## config.mk

```make
export PLATFORM = sky130hd
export DESIGN_NAME = program_feeder
export DESIGN_NICKNAME = d
export VERILOG_FILES = /design/src/rtl/program_feeder_pkg.sv /design/src/rtl/program_feeder_store.sv /design/src/rtl/program_feeder.sv
export SDC_FILE = /design/constraint.sdc
export NUM_CORES = 2
export LEC_CHECK = 0
export ABC_CLOCK_PERIOD_IN_PS = 3800
export BUFFER_PORTS_ARGS = -buffer_cell sky130_fd_sc_hd__buf_4
export CAP_MARGIN = 40
export CORE_UTILIZATION = 60
export DETAILED_ROUTE_END_ITERATION = 10
export GPL_TIMING_DRIVEN = 0
export HOLD_SLACK_MARGIN = 0.15
export PLACE_DENSITY = 0.78
export SLEW_MARGIN = 20
export SYNTH_ARGS = -nofsm -noshare
export SYNTH_HDL_FRONTEND = slang
export SYNTH_SLANG_ARGS = --single-unit
```

## constraint.sdc

```tcl
create_clock -name clk -period 3.8 [get_ports clk]
set_input_delay 0.57 -clock clk [delete_from_list [all_inputs] [get_ports clk]]
set_output_delay 0.57 -clock clk [all_outputs]
set_load 0.02 [all_outputs]
```

## src/rtl/program_feeder_pkg.sv

```systemverilog
// Shared types and constants for the program feeder: FSM state encoding,
// the RISC-V NOP word and default sizing.
package program_feeder_pkg;

  localparam int DATA_WIDTH_DEF = 32;
  localparam int MEM_DEPTH_DEF  = 64;

  localparam logic [31:0] NOP = 32'h0000_0013;

  typedef enum logic [2:0] {
    IDLE,
    LOAD,
    LOADED,
    RUN,
    HALT
  } state_e;

endpackage

```

## src/rtl/program_feeder_store.sv

```systemverilog
// Program word store: one write port, one synchronous read port with a read
// enable so the last fetched word holds while the core is stalled.
module program_store #(
  parameter int DATA_WIDTH = 32,
  parameter int MEM_DEPTH  = 64,
  parameter int ADDR_WIDTH = $clog2(MEM_DEPTH)
) (
  input  logic                  clk,
  input  logic                  we_i,
  input  logic [ADDR_WIDTH-1:0] waddr_i,
  input  logic [DATA_WIDTH-1:0] wdata_i,
  input  logic                  re_i,
  input  logic [ADDR_WIDTH-1:0] raddr_i,
  output logic [DATA_WIDTH-1:0] rdata_o
);

  logic [DATA_WIDTH-1:0] mem_q [MEM_DEPTH];
  logic [DATA_WIDTH-1:0] rdata_q;

  // Contents deliberately survive reset; the feeder masks stale words.
  always_ff @(posedge clk) begin
    if (we_i) begin
      mem_q[waddr_i] <= wdata_i;
    end
    if (re_i) begin
      rdata_q <= mem_q[raddr_i];
    end
  end

  assign rdata_o = rdata_q;

endmodule

```

## src/rtl/program_feeder.sv

```systemverilog
// Loads a program over a valid/ready stream, then serves instruction words
// to a core by program counter, halting on out-of-range or misaligned fetches.
module program_feeder
  import program_feeder_pkg::*;
#(
  parameter int DATA_WIDTH = DATA_WIDTH_DEF,
  parameter int MEM_DEPTH  = MEM_DEPTH_DEF,
  parameter int ADDR_WIDTH = $clog2(MEM_DEPTH)
) (
  input  logic                  clk,
  input  logic                  srst,
  input  logic                  load_valid,
  output logic                  load_ready,
  input  logic [DATA_WIDTH-1:0] load_data,
  input  logic                  load_last,
  input  logic                  start,
  input  logic [DATA_WIDTH-1:0] pc,
  input  logic                  stall,
  output logic [DATA_WIDTH-1:0] instruction,
  output logic                  instr_valid,
  output logic                  halted,
  output logic [ADDR_WIDTH:0]   load_count,
  output logic                  error
);

  state_e                state_q, state_d;
  logic [ADDR_WIDTH:0]   count_q, count_d;
  logic                  error_q, error_d;
  logic                  valid_q, valid_d;
  logic                  storeWe, storeRe;
  logic [DATA_WIDTH-1:0] storeRdata;
  logic [DATA_WIDTH-3:0] wordIdx;
  logic                  misaligned, inRange, xfer;

  program_store #(
    .DATA_WIDTH(DATA_WIDTH),
    .MEM_DEPTH (MEM_DEPTH),
    .ADDR_WIDTH(ADDR_WIDTH)
  ) u_store (
    .clk    (clk),
    .we_i   (storeWe),
    .waddr_i(count_q[ADDR_WIDTH-1:0]),
    .wdata_i(load_data),
    .re_i   (storeRe),
    .raddr_i(pc[ADDR_WIDTH+1:2]),
    .rdata_o(storeRdata)
  );

  // The full upper pc field is compared so addresses past the store wrap to HALT.
  assign wordIdx    = pc[DATA_WIDTH-1:2];
  assign misaligned = (pc[1:0] != 2'b00);
  assign inRange    = (wordIdx < (DATA_WIDTH-2)'(count_q));
  assign load_ready = (state_q == IDLE) || (state_q == LOAD);
  assign xfer       = load_valid && load_ready;

  always_comb begin
    state_d = state_q;
    count_d = count_q;
    error_d = error_q;
    valid_d = valid_q;
    storeWe = 1'b0;
    storeRe = 1'b0;
    case (state_q)
      IDLE, LOAD: begin
        if (xfer) begin
          storeWe = 1'b1;
          count_d = count_q + 1'b1;
          if (load_last) begin
            state_d = LOADED;
          end else if (count_q == (ADDR_WIDTH+1)'(MEM_DEPTH-1)) begin
            state_d = LOADED;
            error_d = 1'b1;
          end else begin
            state_d = LOAD;
          end
        end
      end
      LOADED: begin
        if (start) begin
          state_d = RUN;
        end
      end
      RUN: begin
        // Under stall nothing is checked and the fetched word is held.
        if (!stall) begin
          if (misaligned) begin
            error_d = 1'b1;
            state_d = HALT;
            valid_d = 1'b0;
          end else if (!inRange) begin
            state_d = HALT;
            valid_d = 1'b0;
          end else begin
            storeRe = 1'b1;
            valid_d = 1'b1;
          end
        end
      end
      default: ;
    endcase
  end

  always_ff @(posedge clk) begin
    if (srst) begin
      state_q <= IDLE;
      count_q <= '0;
      error_q <= 1'b0;
      valid_q <= 1'b0;
    end else begin
      state_q <= state_d;
      count_q <= count_d;
      error_q <= error_d;
      valid_q <= valid_d;
    end
  end

  assign instruction = valid_q ? storeRdata : DATA_WIDTH'(NOP);
  assign instr_valid = valid_q;
  assign halted      = (state_q == HALT);
  assign load_count  = count_q;
  assign error       = error_q;

endmodule

```

==> flow_summary.yaml <==
placed_design:
  dp_hpwl_um: 156000
  io_buffers: 111
  placed_area_um2: 86900
  gp_congestion: 1.02
  dpl.cell_count: 5556
global_routing:
  grt_max_degree: 65
  grt_use_total: 0.380
  overflow: 0
  grt_pass1_wl_um: 345000
  grt_pass1_vias: 43500
  antenna_found_initial: 20
timing:
  slew_viol_final: 0
  worst_slew_pin_slew_ns: 1.04
  fin_setup_tns_ns: 0
  hold_viol_final: 0
  period_share: 0.951
  max-slew-margin-rel: 0.308
  post-route-min-period_ns: 3.61
  fmax_mhz: 277
  setup_violations: 0
  rsz0062_at_grt: "no"
  hold_ws_ns: 0.238
  skew_ns: 0.0300
pwr:
  peakVddDrop_v: 0.000361
  p_leak_uw: 0.0295
  powerDensity_nw_per_um2: 506
logic_synthesis:
  synth_common_cells: "edfxtp_1, mux4_2, nand2_1, nor2_1, clkbuf_1"
  synth-edff-count: 2080
  yosysTopAreaCellShare: 0.779
  yosys.area.top_type: "edfxtp_1"
  synth.avg_cell_area_um2: 22.6
  syn_area_um2: 80200
  syn_nets: 3618
  synthArstFlopShare: 0
  yosys_warnings: 0
  ys.flop_type: "edfxtp_1"
  seq_area_frac_synth: 0.782
  synth_most_common_cell: "edfxtp_1"
  yosys.cell_types.count: 52
  syn_inst: 3541
  synthTopCellsByArea: "edfxtp_1, mux4_2, mux2i_1"
  ys_ff_latch: 2092
floorplanning:
  num_rows: 133
  ios: 113
  die_area_um2: 135000
  start_util: 0.608
  die_w_um: 368
  fp.dieH_um: 368
  core_um2: 132000
final_layout:
  fin_nets: 4105
  post-route-util: 0.706
  post-route-cell-area_um2: 93200
  stdcell_count: 5957
  areaGrowthSynthToFinish_pct: 16.2
  drive_above_1_share: 0.307
clocking:
  clockBufferDepth: 3
  h-tree-depth: 4
  cts-resized-gates: 0
  cts_made_buffers: 195
  root_buffer: "clkbuf_16"
  clkLatencyLatePin_ns: 0.85
  clock-sinks: 2092
  cts_tree: "built"
  postCtsSetupBuffers: 0
  clkSlewWorstSetupHoldPaths_ns: 0.06
critical_path:
  r2r_start: "load_count[5]"
  worstPathRequired_ns: 4.33
  start_kind: "input pin"
  path_class: "in2reg"
  cp_max_fo: 10
  rrSetupSlack_ns: 0.31
  r2r_cells: 8
  crit_path_end_kind: "flop"
  arrival_ns: 4.14
  crit_chain: "buf_4, buf_2, inv_2, buf_2, clkbuf_1, buf_1, nand3_1, nand3_1, a21oi_1"
  cpMaxStageDelayCell: "clkbuf_1"
  reg2reg_to: "u_store.rdata_o[12]"
  max_stage_delay_ns: 0.68
hold_path:
  hold_end: "state_q[0]"
  worstHoldPathCells: 4
  hold_path_class: "in2reg"
  worstHoldStart: "pc[1]"
routing:
  drt-pass1-iter-count: 8
  vias: 44800
  route.detailed.drc: 0
  wl_per_cell_um: 43.0
  ant_nets: 0
  wl_um: 256000
  drt_iter0_drc: 9011
  viasPerCell: 7.51
outcome:
  status: "finished clean"
flow_run:
  timing.max_cap.violations: 0
sequential cells by signal, summed over array words and instances, names as in the netlist:
register         count
u_store.rdata_o     32
instr_valid          1
error                1
load_count           7
u_store.mem_q     2048
state_q              3
worst max-delay path: cells and delay by family:
family / cells / cell delay [ns]
buffers and inverters: 6 / 2.55
AOI/OAI and AO/OA: 1 / 0.21
and+or+nand+nor: 2 / 0.77
worst max path at each step:
stage,startpoint,to,slack [ns],depth (start not counted)
6_report,pc[5],u_store.rdata_o[6],0.19,9
4_1_cts,pc[3],u_store.rdata_o[9],0.01,11
2_1_floorplan,state_q[1],u_store.mem_q[46][0],0.43,6
5_1_grt,load_count[5],u_store.rdata_o[11],0.14,8
3_5_place_dp,pc[3],u_store.rdata_o[9],-0.79,11
3_3_place_gp,state_q[1],u_store.mem_q[6][24],-1.77,6
cells in the final DEF (no fill, tap or decap), drive strengths merged, types with 7 or more instances in the layout:
cell type	count
nand2b	10
o221ai	12
a31oi	17
a32oi	11
clkinv	98
nand2	135
nor3	11
mux2i	70
dfxtp	12
buf	397
mux2	15
edfxtp	2080
bufinv	8
nand3	60
o211ai	14
and2	32
o21ai	16
o22ai	32
a211oi	7
inv	18
ha	7
nor4	7
nor2	135
clkbuf	318
mux4	553
a22oi	8
diode	11
a21oi	51
layer usage:
metal / up-vias / share of wire / GRT usage
met5: - / 0.00044 / 0.000712
met4: 16 / 0.071 / 0.216
met3: 1047 / 0.17 / 0.138
met2: 5136 / 0.45 / 0.573
met1: 22600 / 0.31 / 0.483
li1: 16000 / - / -
power breakdown:
part,switching (µW),internal (µW)
Sequential,31.3,25500
Clock,8660,10200
Combinational,1890,942
Total,10600,36600
area by class of cell:
cell class	count	area [µm²]
tap	1755	2200
timing repair buffer	291	4320
antenna	11	27.5
clock buffer	242	5160
clock inverter	118	813
buffer	187	943
inverter	12	45.0
sequential	2092	62700
multi-input combinational	1249	17000
fill	7095	38700
metrics by stage:
step           setup slack, ns  power (µW)
3_3_place_gp             -1.77       28400
3_5_place_dp            -0.795       28600
2_1_floorplan            0.430       27300
5_1_grt                  0.142       47900
4_1_cts                 0.0128       46900
6_report                 0.186       47200
logic make-up (layout without fill, tap and decap cells):
family	after synthesis	after routing	share of synthesized area
muxes	638	638	0.166
and+or+nand+nor	409	409	0.0225
buffers and inverters	200	850	0.0122
other	0	11	0
xor gates and xnor gates	5	5	0.000546
DFF	2092	2092	0.782
AOI/OAI and AO/OA	190	190	0.0157
adders and majority gates	7	7	0.00109
what timing repair did:
action,4_1_cts,5_1_grt
hold buffers,5,0
hold endpoints to repair,5,0
setup endpoints to repair,0,1
Power figures use the tool's default switching activity.
